$ cat config.mk
export PLATFORM = sky130hd
export DESIGN_NAME = i2c_reg_sequencer
export DESIGN_NICKNAME = d
export VERILOG_FILES = /design/src/rtl/i2c_reg_sequencer.sv
export SDC_FILE = /design/constraint.sdc
export NUM_CORES = 1
export LEC_CHECK = 0
export BUFFER_PORTS_ARGS = -buffer_cell sky130_fd_sc_hd__buf_2
export CAP_MARGIN = 25
export CORE_ASPECT_RATIO = 1.4
export CORE_MARGIN = 8
export CORE_UTILIZATION = 25
export DETAILED_ROUTE_END_ITERATION = 12
export GPL_TIMING_DRIVEN = 0
export PLACE_DENSITY = 0.46
export SYNTH_ARGS = -nofsm -noshare
export SYNTH_HDL_FRONTEND = slang
export SYNTH_SLANG_ARGS = --single-unit
$ cat constraint.sdc
create_clock -name clk -period 2.1 [get_ports clk]
set_input_delay 0.42 -clock clk [delete_from_list [all_inputs] [get_ports clk]]
set_output_delay 0.42 -clock clk [all_outputs]
set_load 0.1 [all_outputs]
$ cat src/rtl/i2c_reg_sequencer.sv
// i2c_reg_sequencer: one register read/write request -> i2c_master cmd/data.
// Optional per-transaction timeout: define I2C_REG_TIMEOUT_EN.
module i2c_reg_sequencer #(
  parameter int TIMEOUT_CYCLES = 1000000
) (
  input  logic       clk,
  input  logic       rst,
  input  logic       req_valid,
  output logic       req_ready,
  input  logic       req_rw,
  input  logic [6:0] req_dev_addr,
  input  logic [7:0] req_reg_addr,
  input  logic [7:0] req_wdata,
  output logic       rsp_valid,
  input  logic       rsp_ready,
  output logic [7:0] rsp_rdata,
  output logic       rsp_err,
  output logic [6:0] m_cmd_address,
  output logic       m_cmd_start,
  output logic       m_cmd_read,
  output logic       m_cmd_write,
  output logic       m_cmd_write_multiple,
  output logic       m_cmd_stop,
  output logic       m_cmd_valid,
  input  logic       m_cmd_ready,
  output logic [7:0] m_data_tdata,
  output logic       m_data_tvalid,
  output logic       m_data_tlast,
  input  logic       m_data_tready,
  input  logic [7:0] s_rd_tdata,
  input  logic       s_rd_tvalid,
  output logic       s_rd_tready,
  input  logic       s_rd_tlast,
  input  logic       i2c_busy,
  input  logic       i2c_missed_ack
);

  typedef enum logic [3:0] {
    IDLE, W_CMD, W_REG, W_VAL, W_WAIT,
    R_CMD_A, R_REG, R_CMD_R, R_DATA, RESP
  } state_t;

  state_t     state;
  logic [6:0] dev_addr;
  logic [7:0] reg_addr;
  logic [7:0] wdata;
  logic       busy_seen;
  logic       accept;
  logic       unused;

  assign accept = (state == IDLE) && req_valid && req_ready;
  assign unused = ^{s_rd_tlast, 32'(TIMEOUT_CYCLES)};

`ifdef I2C_REG_TIMEOUT_EN
  logic [31:0] cnt;
  logic        timeout;

  assign timeout = (state != IDLE) && (state != RESP) &&
                   (cnt == 32'(TIMEOUT_CYCLES - 1));

  // cycles spent in the active part of the current transaction
  always_ff @(posedge clk or posedge rst) begin
    if (rst) begin
      cnt <= '0;
    end else if (accept) begin
      cnt <= '0;
    end else if (state != IDLE && state != RESP) begin
      cnt <= cnt + 32'd1;
    end
  end
`endif

  // request sequencing FSM with registered handshake outputs
  always_ff @(posedge clk or posedge rst) begin
    if (rst) begin
      state                <= IDLE;
      dev_addr             <= '0;
      reg_addr             <= '0;
      wdata                <= '0;
      busy_seen            <= 1'b0;
      req_ready            <= 1'b0;
      rsp_valid            <= 1'b0;
      rsp_rdata            <= '0;
      rsp_err              <= 1'b0;
      m_cmd_address        <= '0;
      m_cmd_start          <= 1'b0;
      m_cmd_read           <= 1'b0;
      m_cmd_write          <= 1'b0;
      m_cmd_write_multiple <= 1'b0;
      m_cmd_stop           <= 1'b0;
      m_cmd_valid          <= 1'b0;
      m_data_tdata         <= '0;
      m_data_tvalid        <= 1'b0;
      m_data_tlast         <= 1'b0;
      s_rd_tready          <= 1'b0;
    end else begin
      if (state != IDLE) begin
        if (i2c_busy) busy_seen <= 1'b1;
        if (i2c_missed_ack) rsp_err <= 1'b1;
      end
      case (state)
        IDLE: begin
          req_ready <= 1'b1;
          if (accept) begin
            req_ready            <= 1'b0;
            dev_addr             <= req_dev_addr;
            reg_addr             <= req_reg_addr;
            wdata                <= req_wdata;
            rsp_err              <= 1'b0;
            busy_seen            <= 1'b0;
            m_cmd_address        <= req_dev_addr;
            m_cmd_start          <= 1'b1;
            m_cmd_read           <= 1'b0;
            m_cmd_write          <= req_rw;
            m_cmd_write_multiple <= !req_rw;
            m_cmd_stop           <= !req_rw;
            m_cmd_valid          <= 1'b1;
            state <= req_rw ? R_CMD_A : W_CMD;
          end
        end
        W_CMD: begin
          if (m_cmd_ready) begin
            m_cmd_valid   <= 1'b0;
            m_data_tdata  <= reg_addr;
            m_data_tlast  <= 1'b0;
            m_data_tvalid <= 1'b1;
            state         <= W_REG;
          end
        end
        W_REG: begin
          if (m_data_tready) begin
            m_data_tdata <= wdata;
            m_data_tlast <= 1'b1;
            state        <= W_VAL;
          end
        end
        W_VAL: begin
          if (m_data_tready) begin
            m_data_tvalid <= 1'b0;
            state         <= W_WAIT;
          end
        end
        W_WAIT: begin
          // busy_seen keeps us from finishing before the bus ever started
          if (!i2c_busy && busy_seen) begin
            rsp_rdata <= '0;
            rsp_valid <= 1'b1;
            state     <= RESP;
          end
        end
        R_CMD_A: begin
          if (m_cmd_ready) begin
            m_cmd_valid   <= 1'b0;
            m_data_tdata  <= reg_addr;
            m_data_tlast  <= 1'b1;
            m_data_tvalid <= 1'b1;
            state         <= R_REG;
          end
        end
        R_REG: begin
          if (m_data_tready) begin
            m_data_tvalid        <= 1'b0;
            m_cmd_address        <= dev_addr;
            m_cmd_start          <= 1'b1;
            m_cmd_read           <= 1'b1;
            m_cmd_write          <= 1'b0;
            m_cmd_write_multiple <= 1'b0;
            m_cmd_stop           <= 1'b1;
            m_cmd_valid          <= 1'b1;
            state                <= R_CMD_R;
          end
        end
        R_CMD_R: begin
          if (m_cmd_ready) begin
            m_cmd_valid <= 1'b0;
            s_rd_tready <= 1'b1;
            state       <= R_DATA;
          end
        end
        R_DATA: begin
          if (s_rd_tvalid) begin
            s_rd_tready <= 1'b0;
            rsp_rdata   <= s_rd_tdata;
            rsp_valid   <= 1'b1;
            state       <= RESP;
          end
        end
        RESP: begin
          if (rsp_ready) begin
            rsp_valid <= 1'b0;
            req_ready <= 1'b1;
            state     <= IDLE;
          end
        end
        default: state <= IDLE;
      endcase
`ifdef I2C_REG_TIMEOUT_EN
      if (timeout) begin
        m_cmd_valid   <= 1'b0;
        m_data_tvalid <= 1'b0;
        s_rd_tready   <= 1'b0;
        rsp_err       <= 1'b1;
        rsp_rdata     <= '0;
        rsp_valid     <= 1'b1;
        state         <= RESP;
      end
`endif
    end
  end

endmodule

==> results.md, run 1 <==
- Mux cell area share after synthesis: 11.5%
- Port buffer count: 75
- Die width: 108 um
- Post-synth cell types: 51
- Multi-input logic area: 1230 um2
- Worst-Margin Slew: 793 ps
- Routed WL per cell: 15.1 um
- Register area: 1580 um2
- Post-Synthesis Cell Area: 2970 um2
- CTS Root Cell: clkbuf_16
- Sequential area share after synthesis: 53.0%
- Setup Total Neg Slack: 0 ps
- FFs w/ async S/R, synth: 100%
- Worst-path maximum fanout: 7
- Global-route wire length before repair: 13.0 mm
- Antenna violations before repair: 0
- Pins Over Slew Limit: 0
- Synth Area in Adders: 0%
- Via density: 4.39
- Worst setup SP type: flip-flop
- Post-synth EDFFs: 0
- Simple-gate share of the synthesized area: 19.6%
- Layout cell share with drive strength beyond 1: 36.9%
- Placed Cells: 512
- Worst min-delay path category: input port to asynchronous set/reset pin
- Mapped Cells: 290
- Origin of the critical flop-to-flop path: state[2]
- Top_reg_cell synth: dfrtp_1
- Post-synthesis xor/xnor area fraction: 0.589%
- Most frequent cells in the layout: nand2_1, buf_2, dfrtp_1
- Final Net Count: 422
- Max Root-Sink Buffers: 2
- Element type at the critical path end: flip-flop
- Rel. slew slack: 47.1%
- Final Hold Vio Count: 0
- Commonest non-fill, non-tap cell in the layout: nand2_1
- Gpl congestion: 0.735
- Initial DRT Pass Iterations: 4
- Period utilization: 96.7%
- Ant diodes: 0
- Status: complete, no violations
- Num ports: 77
- P&R area growth vs syn: 30.7%
- TritonCTS clock tree: done
- Top achievable clock speed: 0.492 GHz
- Initial Util: 25.4%
- Post-Route WL: 8.01 mm
- Rows: 47
- Top post-synthesis cells by area: dfrtp_1, nand2_1, mux2i_1, mux2_2, a21oi_1
- Fin Clk Skew: 5.73 ps
- RSZ-0062 raised after global routing: false
- CP arrival: 2230 ps
- Core Region: 11700 um2
- Dpl cell area: 3540 um2
- Synth Register Bits: 63
- Final std cells w/o fill: 532
- Fillers: 1222
- Area fraction of the dominant cell type after synthesis: 53.0%
- Reg clk slew, reported paths: 50 ps
- Finished Cell Area: 3890 um2
- Worst-skew pair later-pin latency: 320 ps
- Num CTS Buffers: 9
- Drt drc: 0
- Largest family of logic cells by synthesized area: simple AND/OR/NAND/NOR gates
- Post-detailed-route count of antenna-violating nets: 0
- Critical path required time: 2300 ps
- Total die area: 15700 um2
- CTS H-tree lvls: 3
- Post-synthesis compound-gate area fraction: 9.26%
- Post-DP HPWL: 5.80 mm
- Via count: 2333
- Mean post-synth cell area: 10.3 um2
- Synth warn: 0
- Largest net degree at the start of global routing: 64
- CTS Sinks: 63
- Setup CP Type: flip-flop to flip-flop
- Congestion Overflow GR: 0
- Critical Path Start: state[2]
- Syn_nets: 332
- Finish-stage setup viols: 0
- Vias in the first global route: 2445
- Final hold slack: 223 ps
- DIE HEIGHT: 145 um
- Hold_buf cts: 0
- Period minus WS final: 2030 ps
- Total track usage: 10.6%
- # Max-Cap Violations: 0
- Area leader, netlist: dfrtp_1
- Initial drt markers: 76
path summary, 6_finish.rpt:
kind | end | slack (ps) | cells past startpoint
max in group asynchronous | state[2] | 1290 | 2
setup / recovery | state[0] | 70 | 5
min in group clk | wdata[7] | 290 | 3
hold / removal | m_cmd_start | 220 | 2
hold reg to reg | m_cmd_start | 460 | 1
setup reg to reg | state[0] | 70 | 5
worst max-delay path, stage by stage (launching register included):
cell and delay [ps]:
dfrtp_2 440, nor2b_1 150, buf_6 130, a32o_2 280, or4_4 570, mux2_4 320
logic make-up (layout without fill, tap and decap cells):
group / count (synthesis) / after routing
buffers and inverters: 32 / 127
flip-flops: 63 / 63
AO/OA/AOI/OAI: 38 / 38
multiplexers: 32 / 32
AND/OR/NAND/NOR: 123 / 123
XOR/XNOR: 2 / 2
per-stage QoR:
stage / setup WS (ps) / utilization, %
final: 69.5 / 33.2
after detailed placement: -97.1 / 30.2
after global routing: 4.00 / 33.2
after CTS: 2.26 / 33.0
after global placement: -1060 / 30.2
after floorplan: -29.2 / -
cells in the mapped netlist (all sizes together), types with 3 or more instances:
cell    instances
nand2          85
dfrtp          63
a21oi          17
mux2i          17
mux2           15
inv            14
nor2           13
buf            11
clkbuf          7
a22o            4
nor3            3
nor3b           3
o41ai           3
layout make-up:
type                    count  share of cell area, %
flip-flops and latches     63                   40.6
plain buffers              17                   3.38
well taps                 147                   4.73
clock buffers              13                   6.44
repair buffers             80                   10.6
inverters                  14                   1.42
multi-input cells         195                   31.7
clock inverters             3                   1.09
per-layer routing:
layer,vias to the layer above,track usage (%),share of wire (%)
li1,1155,-,-
met1,1123,12.4,43
met2,48,18.0,52
met3,7,2.57,3.7
met4,0,4.18,1.6
met5,-,0,0
state kept, by name, summed over array words and instances, names as in the netlist, 4 cells and up:
register	flops
dev_addr	7
m_cmd_address	7
m_data_tdata	8
reg_addr	8
rsp_rdata	8
state	4
wdata	8
timing repair:
| action | 4_1_cts | 5_1_grt |
|---|---|---|
| resized for setup | 7 | 4 |
| pin swaps | 1 | 1 |
| setup buffers | 2 | 3 |
| setup endpoints to repair | 17 | 26 |
Power of run 1 is not shown: default switching activity piles up to over one toggle a cycle in this logic, so the estimate is an artifact.
==> inputs of run 2 (changes only) <==
- ABC_CLOCK_PERIOD_IN_PS: unset -> 2100
- CORE_UTILIZATION: 25 -> 30
- PLACE_DENSITY: 0.46 -> 0.52
- SLEW_MARGIN: unset -> 10
==> run 2 against run 1 <==
Compared with the run above: maximum frequency grew 0.33%; first-iteration DRC count is 37% lower; count of clock-buffer cells in the layout unchanged; cell area up 1.0%; global-route usage rose by 2.2 points; die area down 15%; worst hold slack improved by 53 ps; highest routed layer unchanged.
==> results.md, run 2 (same netlist as run 1, synthesis figures left out) <==
- Status: complete, no violations
- Finish-stage setup viols: 0 (unchanged)
- Setup Total Neg Slack: 0 ps (unchanged)
- Slowest-stage cell, CP: or4_4
- Critical path required time: 2310 ps (about the same)
- Critical path's largest stage delay: 570 ps (about the same)
- Global-route wire length before repair: 13.4 mm (+3.0%)
- Core Region: 9790 um2 (-16%)
- Final Util: 40.1% (+6.9 points)
- Final Net Count: 424 (+0.47%)
- Via density: 4.56 (+4.1%)
- DIE HEIGHT: 134 um (-7.8%)
- Most frequent cells in the layout: nand2_1, buf_2, dfrtp_1
- Drt drc: 0 (unchanged)
- Routed WL per cell: 15.4 um (+1.9%)
- Period utilization: 96.4% (-0.32 points)
- Critical Path Start: state[2]
- P&R area growth vs syn: 32.0%
- Initial Util: 30.4% (+5.0 points)
- Rel. slew slack: 60.1% (+13 points)
- Via count: 2382 (+2.1%)
- HP Start: req_reg_addr[5]
- CTS H-tree lvls: 3 (unchanged)
- Initial drt markers: 48 (-37%)
- Layout cell share with drive strength beyond 1: 36.7% (-0.19 points)
- Largest net degree at the start of global routing: 63 (-1.6%)
- Worst-Margin Slew: 596 ps (-197 ps)
- Reg clk slew, reported paths: 50 ps (about the same)
- CTS Sinks: 63 (unchanged)
- CTS Root Cell: clkbuf_16
- Worst-path maximum fanout: 7 (unchanged)
- Pins Over Slew Limit: 0 (unchanged)
- Ant diodes: 0 (unchanged)
- Vias in the first global route: 2602 (+6.4%)
- Gpl congestion: 0.827 (+12%)
- Initial DRT Pass Iterations: 4 (unchanged)
- Die width: 100 um (-7.4%)
- Worst-skew pair later-pin latency: 330 ps (about the same)
- Top achievable clock speed: 0.494 GHz (+0.33%)
- Commonest non-fill, non-tap cell in the layout: nand2_1
- Origin of the critical flop-to-flop path: state[2]
- Port buffer count: 75 (unchanged)
- Setup CP Type: flip-flop to flip-flop
- Post-detailed-route count of antenna-violating nets: 0 (unchanged)
- Num CTS Buffers: 9 (unchanged)
- CP Cell Sequence: nor2b_1 > buf_6 > a32o_2 > or4_4 > mux2_4
- Final Hold Vio Count: 0 (unchanged)
- Post-DP HPWL: 5.72 mm (-1.4%)
- Total track usage: 12.8% (+2.2 points)
- TritonCTS clock tree: done
- Fillers: 1033 (-15%)
- RSZ-0062 raised after global routing: false
- Element type at the critical path end: flip-flop
- Post-Route WL: 8.01 mm (about the same)
- Rows: 43 (-8.5%)
- Worst min-delay path category: input port to flip-flop
- Total die area: 13400 um2 (-15%)
- # Max-Cap Violations: 0 (unchanged)
- Period minus WS final: 2020 ps (-6.65 ps)
- Antenna violations before repair: 0 (unchanged)
- Congestion Overflow GR: 0 (unchanged)
- Num ports: 77 (unchanged)
- Max Root-Sink Buffers: 2 (unchanged)
- Fin Clk Skew: 3.34 ps (-2.39 ps)
- Worst setup SP type: flip-flop
- CP arrival: 2240 ps (about the same)
run 2: per-layer routing:
| layer | vias to the layer above | routed length [um] | GRT usage (%) |
|---|---|---|---|
| li1 | 1162 | - | - |
| met1 | 1160 | 3330 | 14.4 |
| met2 | 46 | 4210 | 21.9 |
| met3 | 14 | 310 | 2.96 |
| met4 | 0 | 164 | 6.75 |
| met5 | - | 0 | 0 |
run 2: worst paths after layout:
check | to | slack (ps) | cells after the start
hold reg to reg | m_cmd_start | 470 | 1
max in group asynchronous | m_data_tdata[6] | 1110 | 4
setup / recovery | state[0] | 80 | 5
setup reg to reg | state[0] | 80 | 5
min in group asynchronous | m_cmd_start | 500 | 3
hold / removal | reg_addr[5] | 280 | 3
run 2: layout make-up:
| class | instances | area (um2) | share of cell area (%) |
|---|---|---|---|
| multi-input cells | 195 | 1230 | 31.5 |
| inverters | 14 | 55.1 | 1.40 |
| clock buffers | 13 | 270 | 6.89 |
| clock inverters | 3 | 40.0 | 1.02 |
| well taps | 135 | 169 | 4.30 |
| flip-flops and latches | 63 | 1580 | 40.2 |
| repair buffers | 82 | 450 | 11.5 |
| plain buffers | 17 | 128 | 3.25 |
run 2: what timing repair did:
action                                 4_1_cts  5_1_grt
hold buffers                                 1        0
setup endpoints to repair                   16       29
setup buffers                                5        0
resized for setup                            2        5
endpoints found under the hold margin        1        0
pin swaps                                    1        0
run 2: stage by stage:
step | cells | setup WS [ps] | hold slack, ps | cell area [um2]
global placement | 500 | -1010 | 448 | 3520
floorplan | 290 | -29.2 | 440 | 2970
CTS | 523 | 3.08 | 268 | 3920
detailed placement | 501 | -127 | 290 | 3550
global route | 522 | 33.5 | 285 | 3930
finish | 522 | 76.1 | 276 | 3930
run 2: critical path, delay by kind of cell (launching register included):
kind / cells / cell delay [ps]
AND/OR/NAND/NOR: 2 / 740
flip-flops: 1 / 440
AO/OA/AOI/OAI: 1 / 290
multiplexers: 1 / 310
buffers and inverters: 1 / 130
Power of run 2 is left out for the same reason.
